--- src/rtl/dl11_pkg.sv ---
// Shared register offsets, bit positions and Apple register codes for the DL11 FIFO bridge.
// chan_base() gives each channel's RCSR address: the console slot first, then the extended block.
package dl11_pkg;

  // CPU register select is the word index within a channel (cpu_addr[2:1])
  localparam logic [1:0] CPU_RCSR = 2'd0;
  localparam logic [1:0] CPU_RBUF = 2'd1;
  localparam logic [1:0] CPU_XCSR = 2'd2;
  localparam logic [1:0] CPU_XBUF = 2'd3;

  localparam int BIT_DONE  = 7;
  localparam int BIT_READY = 7;
  localparam int BIT_IE    = 6;
  localparam int BIT_OVR   = 14;
  localparam int BIT_ERR   = 15;

  localparam logic [1:0] A2_STAT = 2'd0;
  localparam logic [1:0] A2_TXD  = 2'd1;
  localparam logic [1:0] A2_RXD  = 2'd2;
  localparam logic [1:0] A2_LVL  = 2'd3;

  function automatic logic [21:0] chan_base(input int n, input logic [21:0] cons,
                                            input logic [21:0] ext);
    if (n == 0) return cons;
    return ext + 22'(8 * (n - 1));
  endfunction

endpackage

--- src/rtl/byte_fifo.sv ---
// Byte-wide circular FIFO with synchronous clear; a pop frees room for a same-cycle push,
// so push+pop on a full FIFO is accepted and leaves the count unchanged.
module byte_fifo #(
  parameter int DEPTH = 16
) (
  input  logic                     clk,
  input  logic                     rst_n,
  input  logic                     i_clr,
  input  logic                     i_push,
  input  logic [7:0]               i_din,
  input  logic                     i_pop,
  output logic [7:0]               o_dout,
  output logic                     o_empty,
  output logic                     o_full,
  output logic [$clog2(DEPTH):0]   o_count
);

  localparam int AW = $clog2(DEPTH);

  logic [7:0]    r_mem [DEPTH];
  logic [AW-1:0] r_wptr;
  logic [AW-1:0] r_rptr;
  logic [AW:0]   r_count;
  logic          w_push;
  logic          w_pop;

  assign o_empty = (r_count == '0);
  assign o_full  = (r_count == (AW+1)'(DEPTH));
  assign o_count = r_count;
  assign o_dout  = o_empty ? 8'h00 : r_mem[r_rptr];

  assign w_pop  = i_pop & ~o_empty;
  assign w_push = i_push & (~o_full | w_pop);

  always_ff @(posedge clk or negedge rst_n) begin
    if (!rst_n) begin
      r_wptr  <= '0;
      r_rptr  <= '0;
      r_count <= '0;
    end else if (i_clr) begin
      r_wptr  <= '0;
      r_rptr  <= '0;
      r_count <= '0;
    end else begin
      if (w_push) r_wptr <= r_wptr + AW'(1);
      if (w_pop)  r_rptr <= r_rptr + AW'(1);
      r_count <= r_count + (AW+1)'(w_push) - (AW+1)'(w_pop);
    end
  end

  // Storage needs no reset: nothing is visible until the count says so.
  always_ff @(posedge clk) begin
    if (w_push && !i_clr) r_mem[r_wptr] <= i_din;
  end

endmodule

--- src/rtl/dl11_fifo_bridge.sv ---
// Multi-channel DL11-style register bank: DCJ11 side sees RCSR/RBUF/XCSR/XBUF per channel,
// Apple II side sees STAT/TXD/RXD/LVL; each direction is buffered by a byte_fifo.
module dl11_fifo_bridge
  import dl11_pkg::*;
#(
  parameter int          NCHAN      = 1,
  parameter int          FIFO_DEPTH = 16,
  parameter logic [21:0] CONS_BASE  = 22'o17777560,
  parameter logic [21:0] EXT_BASE   = 22'o17776500
) (
  input  logic             clk,
  input  logic             rst_n,
  input  logic             i_cpu_init,
  input  logic [21:0]      i_cpu_addr,
  input  logic             i_cpu_rd,
  input  logic             i_cpu_wr,
  input  logic             i_cpu_byte,
  input  logic [15:0]      i_cpu_wdata,
  output logic [15:0]      o_cpu_rdata,
  output logic             o_cpu_hit,
  input  logic             i_a2_strb,
  input  logic             i_a2_rw,
  input  logic [3:0]       i_a2_addr,
  input  logic [7:0]       i_a2_wdata,
  output logic [7:0]       o_a2_rdata,
  output logic [NCHAN-1:0] o_rx_irq,
  output logic [NCHAN-1:0] o_tx_irq
);

  localparam int CW = $clog2(FIFO_DEPTH) + 1;

  logic [1:0]       w_cpu_reg;
  logic [1:0]       w_a2_reg;
  logic [1:0]       w_a2_ch;
  logic [NCHAN-1:0] w_hit;
  logic [NCHAN-1:0] w_rx_empty, w_rx_full, w_tx_empty, w_tx_full;
  logic [NCHAN-1:0] w_rie, w_xie, w_ovr;
  logic [7:0]       w_rx_dout [NCHAN];
  logic [7:0]       w_tx_dout [NCHAN];
  logic [7:0]       w_tx_lvl  [NCHAN];
  logic [7:0]       w_a2_next;
  logic [7:0]       r_a2_rdata;
  logic             w_unused_wdata;

  assign w_cpu_reg      = i_cpu_addr[2:1];
  assign w_a2_reg       = i_a2_addr[1:0];
  assign w_a2_ch        = i_a2_addr[3:2];
  assign w_unused_wdata = ^i_cpu_wdata[15:8];

  for (genvar n = 0; n < NCHAN; n++) begin : g_chan
    localparam logic [21:0] BASE = chan_base(n, CONS_BASE, EXT_BASE);

    logic          w_rbuf_rd, w_xbuf_wr, w_ie_wr, w_rcsr_wr, w_xcsr_wr;
    logic          w_a2_sel, w_rxd_wr, w_txd_rd, w_rx_drop;
    logic [CW-1:0] w_rx_count, w_tx_count;
    logic [8:0]    w_lvl_ext;
    logic          w_unused_rx;
    logic          r_rie, r_xie, r_ovr, r_rx_irq, r_tx_irq;

    assign w_hit[n]  = (i_cpu_addr[21:3] == BASE[21:3]);
    assign w_rbuf_rd = i_cpu_rd & w_hit[n] & (w_cpu_reg == CPU_RBUF);
    assign w_xbuf_wr = i_cpu_wr & w_hit[n] & (w_cpu_reg == CPU_XBUF);
    // A byte write to the odd (high) byte cannot reach bit 6.
    assign w_ie_wr   = i_cpu_wr & w_hit[n] & (~i_cpu_byte | ~i_cpu_addr[0]);
    assign w_rcsr_wr = w_ie_wr & (w_cpu_reg == CPU_RCSR);
    assign w_xcsr_wr = w_ie_wr & (w_cpu_reg == CPU_XCSR);

    assign w_a2_sel  = i_a2_strb & (w_a2_ch == 2'(n));
    assign w_rxd_wr  = w_a2_sel & ~i_a2_rw & (w_a2_reg == A2_RXD);
    assign w_txd_rd  = w_a2_sel &  i_a2_rw & (w_a2_reg == A2_TXD);
    assign w_rx_drop = w_rxd_wr & w_rx_full[n] & ~w_rbuf_rd;

    byte_fifo #(.DEPTH(FIFO_DEPTH)) u_rx_fifo (
      .clk     (clk),
      .rst_n   (rst_n),
      .i_clr   (i_cpu_init),
      .i_push  (w_rxd_wr),
      .i_din   (i_a2_wdata),
      .i_pop   (w_rbuf_rd),
      .o_dout  (w_rx_dout[n]),
      .o_empty (w_rx_empty[n]),
      .o_full  (w_rx_full[n]),
      .o_count (w_rx_count)
    );

    byte_fifo #(.DEPTH(FIFO_DEPTH)) u_tx_fifo (
      .clk     (clk),
      .rst_n   (rst_n),
      .i_clr   (i_cpu_init),
      .i_push  (w_xbuf_wr),
      .i_din   (i_cpu_wdata[7:0]),
      .i_pop   (w_txd_rd),
      .o_dout  (w_tx_dout[n]),
      .o_empty (w_tx_empty[n]),
      .o_full  (w_tx_full[n]),
      .o_count (w_tx_count)
    );

    assign w_unused_rx = ^w_rx_count;
    assign w_lvl_ext   = 9'(w_tx_count);
    assign w_tx_lvl[n] = w_lvl_ext[8] ? 8'hFF : w_lvl_ext[7:0];

    always_ff @(posedge clk or negedge rst_n) begin
      if (!rst_n) begin
        r_rie    <= 1'b0;
        r_xie    <= 1'b0;
        r_ovr    <= 1'b0;
        r_rx_irq <= 1'b0;
        r_tx_irq <= 1'b0;
      end else if (i_cpu_init) begin
        r_rie    <= 1'b0;
        r_xie    <= 1'b0;
        r_ovr    <= 1'b0;
        r_rx_irq <= 1'b0;
        r_tx_irq <= 1'b0;
      end else begin
        if (w_rcsr_wr) r_rie <= i_cpu_wdata[BIT_IE];
        if (w_xcsr_wr) r_xie <= i_cpu_wdata[BIT_IE];
        if (w_rx_drop)      r_ovr <= 1'b1;
        else if (w_rbuf_rd) r_ovr <= 1'b0;
        r_rx_irq <= r_rie & ~w_rx_empty[n];
        r_tx_irq <= r_xie & ~w_tx_full[n];
      end
    end

    assign w_rie[n]    = r_rie;
    assign w_xie[n]    = r_xie;
    assign w_ovr[n]    = r_ovr;
    assign o_rx_irq[n] = r_rx_irq;
    assign o_tx_irq[n] = r_tx_irq;
  end

  always_comb begin
    o_cpu_hit   = 1'b0;
    o_cpu_rdata = 16'h0000;
    for (int n = 0; n < NCHAN; n++) begin
      if (w_hit[n]) begin
        o_cpu_hit = 1'b1;
        case (w_cpu_reg)
          CPU_RCSR: begin
            o_cpu_rdata[BIT_DONE] = ~w_rx_empty[n];
            o_cpu_rdata[BIT_IE]   = w_rie[n];
          end
          CPU_RBUF: begin
            o_cpu_rdata[BIT_ERR]  = w_ovr[n];
            o_cpu_rdata[BIT_OVR]  = w_ovr[n];
            o_cpu_rdata[7:0]      = w_rx_dout[n];
          end
          CPU_XCSR: begin
            o_cpu_rdata[BIT_READY] = ~w_tx_full[n];
            o_cpu_rdata[BIT_IE]    = w_xie[n];
          end
          default: o_cpu_rdata = 16'h0000;
        endcase
      end
    end
  end

  always_comb begin
    w_a2_next = 8'h00;
    for (int n = 0; n < NCHAN; n++) begin
      if (w_a2_ch == 2'(n)) begin
        case (w_a2_reg)
          A2_STAT: w_a2_next = {~w_tx_empty[n], w_rx_full[n], w_ovr[n], 5'b0};
          A2_TXD:  w_a2_next = w_tx_dout[n];
          A2_LVL:  w_a2_next = w_tx_lvl[n];
          default: w_a2_next = 8'h00;
        endcase
      end
    end
  end

  always_ff @(posedge clk or negedge rst_n) begin
    if (!rst_n)                   r_a2_rdata <= 8'h00;
    else if (i_cpu_init)          r_a2_rdata <= 8'h00;
    else if (i_a2_strb && i_a2_rw) r_a2_rdata <= w_a2_next;
  end

  assign o_a2_rdata = r_a2_rdata;

endmodule

--- config.mk ---
export PLATFORM = sky130hd
export DESIGN_NAME = dl11_fifo_bridge
export DESIGN_NICKNAME = d
export VERILOG_FILES = /design/src/rtl/dl11_pkg.sv /design/src/rtl/byte_fifo.sv /design/src/rtl/dl11_fifo_bridge.sv
export SDC_FILE = /design/constraint.sdc
export NUM_CORES = 1
export LEC_CHECK = 0
export BUFFER_PORTS_ARGS = -buffer_cell sky130_fd_sc_hd__buf_2
export CAP_MARGIN = 10
export CORE_MARGIN = 2
export CORE_UTILIZATION = 40
export CTS_BUF_LIST = sky130_fd_sc_hd__clkbuf_8
export DETAILED_ROUTE_END_ITERATION = 12
export PLACE_DENSITY = 0.54
export REMOVE_ABC_BUFFERS = 1
export SYNTH_ARGS = -nofsm -noshare
export SYNTH_HDL_FRONTEND = slang
export SYNTH_SLANG_ARGS = --single-unit
--- constraint.sdc ---
create_clock -name clk -period 4.6 [get_ports clk]
set_input_delay 0.92 -clock clk [delete_from_list [all_inputs] [get_ports clk]]
set_output_delay 0.92 -clock clk [all_outputs]
set_load 0.02 [all_outputs]
# ---- Yosys cells after proc, flatten, opt, wreduce, memory -nomap -nowiden
# Memory sizes are Yosys's and may differ from the RTL's.
# Cells that the tools add are included.
dict set report word_totals {
  mem_count 2
  mem_bits_rw 256
  out_inout_bits 27
  elab_cells 113
  reg_bits 39
}
# memory words word_bits read_ports rd_ports_with_merged_regs wr line_no
set memory_table {}
lappend memory_table {{g_chan[0].u_rx_fifo.r_mem} 16 8 1 0 1 byte_fifo.sv:20} ;# logic [7:0] r_mem [DEPTH];
lappend memory_table {{g_chan[0].u_tx_fifo.r_mem} 16 8 1 0 1 byte_fifo.sv:20}
dict set report classes {
  eq_ne 9
  bitwise_logic 31
  addsub 8
  muxes 34
  n_reduce_logical 17
}
# cell count
set ops {}
lappend ops {{$mux W8} 5}
lappend ops {{$mux W4} 8}
lappend ops {{$pmux W8 S3} 1}
lappend ops {{$and A1 B1 Y1} 20}
lappend ops {{$eq A19 B19 Y1 const B} 1}
lappend ops {{$add A4 B1 Y4 const B} 4}
lappend ops {{$mux W16} 1}
lappend ops {{$mux W1} 14}
lappend ops {{$reduce_bool A2 Y1} 7}
lappend ops {{$add A5 B1 Y5} 2}
lappend ops {{$eq A5 B5 Y1 const B} 2}
lappend ops {{$logic_not A5 Y1} 2}
lappend ops {{$mux W5} 2}
lappend ops {{$sub A5 B1 Y5} 2}
lappend ops {{$eq A2 B2 Y1 const B} 4}
lappend ops {{$not A1 Y1} 8}
lappend ops {{$logic_not A2 Y1} 3}
lappend ops {{$mux W6} 1}
lappend ops {{$pmux W2 S3} 1}
lappend ops {{$eq A2 B1 Y1 const B} 2}
lappend ops {{$logic_and A1 B1 Y1} 3}
lappend ops {{$or A1 B1 Y1} 3}
lappend ops {{$reduce_bool A3 Y1} 1}
lappend ops {{$mux W2} 1}
lappend ops {{$logic_not A1 Y1} 1}

# ---- Logic depth before layout (Yosys ltp)
# Gate-level depths: netlist (run 1).
dict set report logic_depth {
  ltp_word 10
  ltp_mapped 14
  ltp_nobuf 14
}

# ---- Modules after synthesis
# Synthesis (run 1) repeated with hierarchy kept, for this count alone.
dict set report hier_totals {
  hier_cells 719
  area_unflattened_um2 12622.1
}
# mod cells_each area_per_inst_um2 instances
set by_module_without_submodules {}
lappend by_module_without_submodules {byte_fifo 310 5870.6 2}
lappend by_module_without_submodules {dl11_fifo_bridge 99 880.8 1}

# ---- Least setup slack after synthesis (run 1)
# Ideal clock, no wire load.
dict set report synth_path {
  path_type {input to register}
  from {in i_cpu_addr[3]}
  to {mem g_chan[0].u_rx_fifo.r_mem[0][0] (enable)}
  setup_time_ps 398
  required_time_ps 4202
  stages 6
  slack_ps 1340
  arrival_time_ps 2862
  path_cell_list {nand4b_2 -> nor2_2 -> a31o_2 -> nand2_1 -> clkbuf_1 -> nor4b_1}
}
dict set report synth_between {
  elab_chain_cells 9
}
# element line_no
set synth_rtl {}
lappend synth_rtl {{start: declaration} dl11_fifo_bridge.sv:14} ;# input logic [21:0] i_cpu_addr,
lappend synth_rtl {{$eq A19 B19 Y1} dl11_fifo_bridge.sv:60} ;# assign w_hit[n] = (i_cpu_addr[21:3] == BASE[21:3]);
lappend synth_rtl {{$and A1 B1 Y1 (2 in a row)} dl11_fifo_bridge.sv:61} ;# assign w_rbuf_rd = i_cpu_rd & w_hit[n] & (w_cpu_reg == CPU_RBUF);
lappend synth_rtl {{$and A1 B1 Y1} byte_fifo.sv:32} ;# assign w_pop = i_pop & ~o_empty;
lappend synth_rtl {{$or A1 B1 Y1} byte_fifo.sv:33} ;# assign w_push = i_push & (~o_full | w_pop);
lappend synth_rtl {{$and A1 B1 Y1} byte_fifo.sv:33}
lappend synth_rtl {{$logic_and A1 B1 Y1} byte_fifo.sv:53} ;# if (w_push && !i_clr) r_mem[r_wptr] <= i_din;
lappend synth_rtl {{$mux W1} byte_fifo.sv:53}
lappend synth_rtl {{$mux W1 (implied by the code)} byte_fifo.sv:53}
lappend synth_rtl {{end: declaration} byte_fifo.sv:20}
# Every way passes these cells.

# ---- Final worst setup path (run 1)
dict set report layout_path {
  from {reg g_chan[0].u_rx_fifo.r_rptr[0]}
  to {out o_cpu_rdata[0]}
}
dict set report layout_between {
  elab_chain_cells 4
}
# element line_no
set layout_rtl {}
lappend layout_rtl {{start: declaration} byte_fifo.sv:22} ;# logic [AW-1:0] r_rptr;
lappend layout_rtl {{start signal: assignment} byte_fifo.sv:46} ;# if (w_pop) r_rptr <= r_rptr + AW'(1);
lappend layout_rtl {{$mem_v2 Z16 W8} n/a}
lappend layout_rtl {{$mux W8} byte_fifo.sv:30} ;# assign o_dout = o_empty ? 8'h00 : r_mem[r_rptr];
lappend layout_rtl {{$mux W6} dl11_fifo_bridge.sv:139} ;# case (w_cpu_reg)
lappend layout_rtl {{$mux W16} dl11_fifo_bridge.sv:137} ;# if (w_hit[n]) begin
lappend layout_rtl {{end: declaration} dl11_fifo_bridge.sv:19} ;# output logic [15:0] o_cpu_rdata,
# Every way passes these cells.

==> results of run 1 <==
-- power by group --
part	switching [mW]	total [mW]	internal, mW
combinational	0.0754	0.103	0.0273
sequential	0.00188	2.91	2.91
clock	1.04	2.08	1.04
total	1.12	5.10	3.98
-- registers in the layout, indices dropped and copies added, names as in the netlist, 5 cells and up --
| signal | count |
|---|---|
| g_chan.u_rx_fifo.r_mem | 128 |
| o_a2_rdata | 8 |
| g_chan.u_rx_fifo.o_count | 5 |
| g_chan.u_tx_fifo.o_count | 5 |
| g_chan.u_tx_fifo.r_mem | 128 |
-- placed cells by master, fill, tap and decap left out, types with 3 or more instances in the layout --
master    count
or3_1         3
mux4_1        5
mux2i_1      21
conb_1        6
nor3_1        5
nand2_1       8
o21ai_0       5
buf_2        70
clkinv_2      3
nand3_1      14
nand4_1      10
a21oi_1      14
a221o_1       5
o22ai_1       6
inv_1        39
ha_1         21
xor2_1        5
edfxtp_1    256
dfrtp_1      37
nand4b_1      4
mux4_2       66
nor3b_1       7
xnor2_1       8
nor2_1       37
clkbuf_8     51
nor2b_1      11
and4_1        5
nand2b_1      3
clkinv_1     12
and3_1       20
buf_4        13
nor4b_2       7
-- through the flow --
stage,setup WS [ns],hold WS (ns),total power [mW],instances
after global placement,0.873,0.501,3.06,1130
after floorplan,0.915,0.503,2.99,650
final,0.708,0.488,5.10,1217
after CTS,0.619,0.483,5.17,1217
after global routing,0.531,0.540,5.29,1217
after detailed placement,0.795,0.512,3.07,1130
-- final timing paths --
path | to | slack (ns) | cells past startpoint
worst max-delay path | o_cpu_rdata[0] | 0.71 | 5
worst min-delay path | g_chan[0].u_rx_fifo.r_rptr[1] | 0.49 | 1
worst max register to register | g_chan[0].u_tx_fifo.o_count[4] | 1.27 | 12
worst min register to register | o_a2_rdata[7] | 0.52 | 1
max in group asynchronous | g_chan[0].u_rx_fifo.r_rptr[0] | 3.48 | 1
min in group clk | o_a2_rdata[7] | 0.52 | 1
-- worst max-delay path: stages, from the launching register on --
cell and delay, ns:
dfrtp_2 0.73, buf_12 0.28, mux4_1 0.60, mux4_2 0.46, nor2b_1 0.14, buf_2 0.17
-- logic make-up after synthesis --
| group | synth area share [%] |
|---|---|
| AOI/OAI and AO/OA | 2.38 |
| xor gates and xnor gates | 0.912 |
| adders and majority gates | 2.43 |
| buffers and inverters | 2.38 |
| DFF | 69.4 |
| muxes | 14.6 |
| other | 0.0300 |
| and+or+nand+nor | 7.84 |
-- per-layer routing --
metal | part of all wire [%] | global-route usage, %
met1 | 42 | 21.6
met2 | 51 | 28.4
met3 | 4.8 | 3.07
met4 | 1.9 | 4.81
met5 | 0 | 0
-- area by class of cell --
class                   instances  area, um^2  area share, %
well taps                     396         495           3.50
clock inverters                36         180           1.27
inverters                      22        82.6          0.583
flip-flops and latches        295        8670           61.1
repair buffers                 84         468           3.30
multi-input cells             333        3580           25.3
clock buffers                  51         702           4.95
==> results.md, run 1 <==
- Status: completed
- Syn. warnings: 0
- FF-to-FF Start: g_chan[0].u_tx_fifo.o_count[3]
- Worst-Margin Slew: 1.03 ns
- Clk_lat worst skew: between 0.5 and 0.6 ns
- Total number of vias: between 6000 and 7000
- First-pass GRT wire length: 41.5 mm
- WP data arrival: between 2 and 3 ns
- Most frequent cells after synthesis: edfxtp_1 (256), mux4_2 (66), dfrtp_1 (39)
- Relative slew slack: between 30% and 40%
- Ys async rst share: between 10% and 20%
- Hold_buf cts: 0
- Core Rows: between 60 and 70
- Crit end category: output pin
- Register area share after synthesis: a little over two thirds
- Crit-path max FO: 20
- Die Area: around 33000 um^2
- CTS tree: done
- Maximum Capacitance Violations: 0
- Hold Vio Cnt, Final: 0
- Post-route cell area: about 14000 um^2
- Synthesis-to-finish area growth: 13.5%
- Critical path class: reg -> out
- CTS Root Cell: clkbuf_8
- GRT Overall Usage: between 10% and 20%
- Cell Area, Synth: 12500 um^2
- Number of routed nets with antenna violations: 0
- Worst setup SP type: flop
- Max rail drop VDD: between 0.0002 and 0.00025 V
- Worst-path clk slew: around 0.06 ns
- Mapped Avg Cell Area: roughly 18 um^2
- Final critical-path required period: approximately 4 ns
- CTS Buffer Depth: 3
- Crit path from: g_chan[0].u_rx_fifo.r_rptr[0]
- DP Area: 13300 um^2
- Fin crit share: 84.6%
- Syn Inst Count: between 600 and 700
- Initial core utilization: 40.7%
- Clock sink count: around 300
- Antenna cell count: 0
- EDFF count, synth: approximately 260
- Layout cells sized above 1: roughly 28%
- PortBufs: 70
- Unrepaired setup endpoints after global routing: no
- Fmax: roughly 260 MHz
- Number of DRC markers in iteration 0: roughly 600
- Io pins: 85
- Die height: approximately 180 um
- Post-DP HPWL: about 17 mm
- Most common cell in the synthesized netlist: edfxtp_1
- Final core occ: a little under half
- Mean routed wirelength per cell: 22.0 um
- Largest net degree at the start of global routing: ~40
- Cts bufs inserted: 50
- Library cells used by synthesis: 62
- Cell taking the most area after synthesis: edfxtp_1
- Max-slew violations: 0
- Count of final setup violators: 0
- Dominant synthesized flop cell: edfxtp_1
- Residual DRC count: 0
- Initial antenna violation count: 0
- Die width: around 180 um
- GR Overflow Total: 0
- Number of synthesized register bits: about 300
- Final wirelength: around 27 mm
- Skew final: between 0.03 and 0.04 ns
- Leak: between 4 and 5 nW
- Pwr Density: about 360 nW/um^2
- H-tree Lvls: 2
- Drt pass-1 iters: 5
- Area of the core: approximately 31000 um^2
- Fill cells: about 2700
- Dominant cells by area after synthesis: edfxtp_1 (62%), mux4_2 (12%), dfrtp_1 (7.8%)
- GPL Wtd Cong: between 0.7 and 0.8
- Post-CTS sizing: 0
- Layout Nets: 867
- Min-delay worst type: in -> async
- Worst EP required: roughly 3.7 ns
- DR vias/cell: between 5 and 6
- Top cell type's share of synthesized area: around three fifths
- Vias in the first global route: slightly above 7000
- Post-route setup TNS: 0 ns
- Setup Fix Bufs, Post-CTS: 0
Power figures use the tool's default switching activity.
==> run 2: changes to the inputs <==
Clock period 4.6 ns to 4.1 ns, I/O delays scaled along.
==> results.md, run 2 (synthesized netlist as in run 1, its figures left out) <==
- Pwr Density: between 400 and 500 nW/um^2
- Hold_buf cts: 0
- Worst setup SP type: flop
- Relative slew slack: roughly a quarter
- First-pass GRT wire length: around 42 mm
- Post-CTS sizing: 0
- CP peak stage delay: 1.00 ns
- Vias in the first global route: a little over 7000
- Worst-path clk slew: approximately 0.06 ns
- Mean routed wirelength per cell: roughly 22 um
- CTS Root Cell: clkbuf_8
- Crit-path max FO: 20
- Layout Nets: between 800 and 900
- Fmax: about 260 MHz
- Count of final setup violators: 0
- Io pins: 85
- Clock sink count: ~300
- Family with the most delay on the worst path: flip-flops
- PortBufs: 70
- Number of DRC markers in iteration 0: around 440
- Final critical-path required period: around 3.8 ns
- Most frequent cells in the layout: edfxtp_1 (256), buf_2 (70), mux4_2 (66)
- Crit end category: output pin
- Switching Power: 1.24 mW
- CTS Buffer Depth: 3
- Initial core utilization: about two fifths
- Worst-Margin Slew: between 1 and 1.5 ns
- Setup Fix Bufs, Post-CTS: 0
- WP data arrival: between 2 and 3 ns
- GR Overflow Total: 0
- CTS tree: done
- Max-slew violations: 0
- Max rail drop VDD: 0.000285 V
- Layout cells sized above 1: between 20% and 30%
- Total number of vias: 6588
- H-tree Lvls: 2
- Skew final: approximately 0.035 ns
- GRT Overall Usage: between 15 and 20%
- Min-delay worst type: in -> async
- Status: completed
- Antenna cell count: 0
- WP buf/inv: 2
- Commonest non-fill, non-tap cell in the layout: edfxtp_1
- Initial antenna violation count: 0
- Maximum Capacitance Violations: 0
- Logic pwr share: approximately 2.0%
- Post-route setup TNS: 0 ns
- Die height: 181 um
- Worst EP required: about 3.3 ns
- Cts bufs inserted: 50
- Final core occ: between 40% and 50%
- Area of the core: ~30000 um^2
- Switching share of power: a little over a fifth
- Fin crit share: between 90 and 100%
- DR vias/cell: around 5.4
- Hold Vio Cnt, Final: 0
- Core Rows: 64
- Slowest stage cell, crit path: dfrtp_1
- Critical path class: reg -> out
- Die Area: roughly 33000 um^2
- Clock power frac: a little over two fifths
- Unrepaired setup endpoints after global routing: no
- Register share of total power: 55.6%
- Post-DP HPWL: 17.3 mm
- Int Pwr: 4.63 mW
- Leak: 4.95 nW
- Worst path cell trace: buf_12, mux4_1, mux4_2, nor2b_1, buf_2
- Final wirelength: 27.1 mm
- Largest net degree at the start of global routing: 41
- Residual DRC count: 0
- Clk_lat worst skew: 0.58 ns
- GPL Wtd Cong: about 0.79
- Synthesis-to-finish area growth: 14.4%
- Number of routed nets with antenna violations: 0
- Die width: between 150 and 200 um
- Drt pass-1 iters: 4
-- run 2: cell types whose count changed in the layout (fill, tap and decap cells not counted), moves of 2 or more --
cell       previous run  this run
clkinv_2              3        10
inv_1                39        32
buf_4                13        16
bufinv_16             0         3
inv_6                 0         2
-- run 2: worst register-to-register path, stage by stage, from the launching register on --
cell     delay [ns]
dfrtp_1        0.43
inv_1          0.10
ha_1           0.17
or4b_2         0.67
nor4b_2        0.25
ha_1           0.29
inv_1          0.04
ha_1           0.20
fa_1           0.44
a21oi_1        0.17
nor2_1         0.06
nor2_1         0.12
xnor2_1        0.13
nor2_1         0.05
-- run 2: layer usage --
layer  global-route usage [%]  up-vias  share of wire (%)
met5                        0        -                  0
met3                     2.81       38                3.7
met2                     29.8      138                 54
met1                     21.3     3442                 41
met4                     4.55        0                1.8
li1                         -     2970                  -
-- run 2: path summary, 6_finish.rpt --
| check | start | endpoint | slack (ns) | cells after the start |
|---|---|---|---|---|
| hold reg to reg | o_a2_rdata[7] | o_a2_rdata[7] | 0.51 | 1 |
| max in group asynchronous | rst_n | g_chan[0].u_tx_fifo.r_rptr[0] | 3.08 | 1 |
| hold / removal | rst_n | g_chan[0].r_rie | 0.38 | 1 |
| setup reg to reg | g_chan[0].u_tx_fifo.o_count[3] | g_chan[0].u_tx_fifo.o_count[4] | 0.85 | 13 |
| min in group clk | o_a2_rdata[7] | o_a2_rdata[7] | 0.51 | 1 |
| setup / recovery | g_chan[0].u_rx_fifo.r_rptr[1] | o_cpu_rdata[3] | 0.32 | 5 |
-- run 2: power by group through the flow --
stage               Clock [mW]  Sequential [mW]  Combinational, mW
floorplan                    0             3.33             0.0299
global placement             0             3.33              0.110
detailed placement           0             3.33              0.117
CTS                       2.57             3.27              0.117
global route              2.70             3.27              0.130
finish                    2.49             3.27              0.116
-- run 2: per-stage QoR --
step	area [um^2]	std cells	total power, mW	hold slack (ns)	setup WS [ns]
after floorplan	12300	650	3.36	0.503	0.515
after global placement	13300	1134	3.44	0.488	0.633
after detailed placement	13300	1134	3.45	0.492	0.571
after CTS	14300	1222	5.95	0.387	0.251
after global routing	14300	1222	6.10	0.439	0.184
final	14300	1222	5.88	0.384	0.317
-- run 2: final cells by class --
type	instances	area (um^2)
Clock buffer	50	688
Fill cell	2666	16400
Inverter	22	82.6
Sequential cell	295	8670
Multi-Input combinational cell	333	3580
Timing Repair Buffer	88	510
Tap cell	396	495
Clock inverter	38	256
==> run 3: changes to the inputs <==
Settings changed: ABC_AREA set to 1.
==> results.md, run 3 <==
- Total number of vias: around 9000
- Sequential cell area: just under 9000 um^2
- Register area share after synthesis: between 60% and 70%
- PortBufs: 70
- Count of final setup violators: 0
- Ys async rst share: 13.2%
- Area of the multi-input gates: 3610 um^2
- Setup WS pre-CTS: ~0.83 ns
- Die width: around 180 um
- Post-DP HPWL: around 19 mm
- DR vias/cell: 5.15
- Fmax: a little under 300 MHz
- Vias in the first global route: ~8300
- Commonest non-fill, non-tap cell in the layout: edfxtp_1
- Cell taking the most area after synthesis: edfxtp_1
- Layout Nets: between 1000 and 1500
- Syn. warnings: 0
- Post-route setup TNS: 0 ns
- Die height: 183 um
- Most common cell in the synthesized netlist: edfxtp_1
- Most frequent cells after synthesis: edfxtp_1 (256), nand2_1 (179), nor2_1 (161)
- Hold_buf cts: 0
- Dominant cells by area after synthesis: edfxtp_1 (60%), dfrtp_1 (7.6%), nand2_1 (5.2%)
- Worst-Margin Slew: between 0.9 and 1 ns
- Io pins: 85
- EDFF count, synth: roughly 260
- Max rail drop VDD: between 0.0002 and 0.0003 V
- Clock sink count: between 200 and 300
- Tot Pwr: 5.69 mW
- Synthesis-to-finish area growth: 13.8%
- WP data arrival: 2.64 ns
- Area of the core: 31600 um^2
- Maximum Capacitance Violations: 0
- Die Area: 33600 um^2
- GRT Overall Usage: a little under a fifth
- Most frequent cells in the layout: edfxtp_1 (256), nand2_1 (179), nor2_1 (161)
- Final wirelength: about 32 mm
- Top cell type's share of synthesized area: 59.8%
- Cell Area, Synth: roughly 13000 um^2
- Layout cells sized above 1: 14.8%
- Number of synthesized register bits: ~300
- Residual DRC count: 0
- CTS Buffer Depth: 3
- Pwr Density: around 400 nW/um^2
- Clk_lat worst skew: 0.57 ns
- DP Area: ~14000 um^2
- Relative slew slack: between 30% and 40%
- Skew final: approximately 0.035 ns
- Worst EP required: about 3.3 ns
- Syn Inst Count: roughly 1200
- Final Non-Filler Cells: 1703
- Fin crit share: between 80 and 90%
- Setup slack after layout: between 0.6 and 0.7 ns
- Core Rows: 65
- Cts bufs inserted: 50
- Placed Cells: between 1500 and 2000
- Final critical-path required period: approximately 3.5 ns
- Leak: roughly 5.8 nW
- Worst setup SP type: flop
- CTS tree: done
- CTS Root Cell: clkbuf_8
- Number of routed nets with antenna violations: 0
- Initial antenna violation count: 1
- Hold Vio Cnt, Final: 0
- GPL Wtd Cong: 0.790
- Setup Fix Bufs, Post-CTS: 0
- Antenna cell count: 0
- Hold slack: 0.394 ns
- Dominant synthesized flop cell: edfxtp_1
- Drt pass-1 iters: 5
- Mean routed wirelength per cell: approximately 19 um
- Worst-path clk slew: 0.06 ns
- H-tree Lvls: 2
- Initial core utilization: about 41%
- GR Overflow Total: 0
- Final core occ: a little under half
- First-pass GRT wire length: 48.4 mm
- Max-slew violations: 0
- Fill cells: roughly 3000
- Largest net degree at the start of global routing: 70
- Critical path class: reg -> out
- Crit-path max FO: 69
- Library cells used by synthesis: 41
- Post-route cell area: roughly 15000 um^2
- Status: completed
- Mapped Avg Cell Area: 11.1 um^2
- Crit end category: output pin
- Post-CTS sizing: 0
- Number of DRC markers in iteration 0: 616
- Min-delay worst type: in -> async
- Unrepaired setup endpoints after global routing: no
[run 3: worst max-delay path, cell delays in order, from the launching register on]
cell and delay (ns):
dfrtp_2 0.36, buf_4 0.57, nor2_1 0.11, nor2_1 0.10, o21ai_0 0.10, nand3_1 0.10, nand3_1 0.16, nand2_1 0.14
nand2_1 0.07, a21oi_1 0.13, buf_2 0.18
[run 3: kinds of logic (layout without fill, tap and decap cells)]
family          Yosys count  after routing  synth area share, %
xor+xnor                 10             10                0.681
other cells               1              6               0.0292
buf+inv                 147            285                 4.72
fa+ha+maj                23             23                 2.35
flops                   295            295                 67.4
simple gates            490            490                 16.6
compound gates          192            192                 8.30
[run 3: where the power goes]
part	switching [mW]	leakage (nW)	internal (mW)
registers	0.00211	2.84	3.27
clock network	1.16	0.506	1.14
logic	0.0965	2.43	0.0273
total	1.26	5.78	4.43
[run 3: path summary, 6_finish.rpt]
| kind | cells past startpoint | slack [ns] | startpoint | endpoint |
|---|---|---|---|---|
| max | 10 | 0.64 | g_chan[0].u_rx_fifo.r_rptr[0] | o_cpu_rdata[6] |
| min | 1 | 0.39 | rst_n | g_chan[0].u_rx_fifo.r_rptr[0] |
| max reg2reg | 17 | 1.16 | g_chan[0].u_tx_fifo.o_count[2] | g_chan[0].u_tx_fifo.o_count[4] |
| min reg2reg | 2 | 0.50 | o_a2_rdata[7] | o_a2_rdata[7] |
| max in group asynchronous | 1 | 3.04 | rst_n | g_chan[0].u_tx_fifo.r_rptr[0] |
| min in group clk | 2 | 0.50 | o_a2_rdata[7] | o_a2_rdata[7] |
[run 3: final cells by class]
type                    instances  share of cell area (%)
clock buffers                  50                    4.70
clock inverters                38                    1.16
inverters                      84                    2.15
multi-input cells             721                    24.7
flip-flops and latches        295                    59.2
well taps                     402                    3.44
repair buffers                113                    4.68
[run 3: per-layer routing]
| layer | GRT usage, % | part of all wire [%] | up-vias |
|---|---|---|---|
| met2 | 31.0 | 47 | 193 |
| met4 | 6.18 | 2.6 | 0 |
| met3 | 2.80 | 4.4 | 59 |
| li1 | - | - | 4272 |
| met1 | 26.0 | 45 | 4241 |
| met5 | 0 | 0 | - |
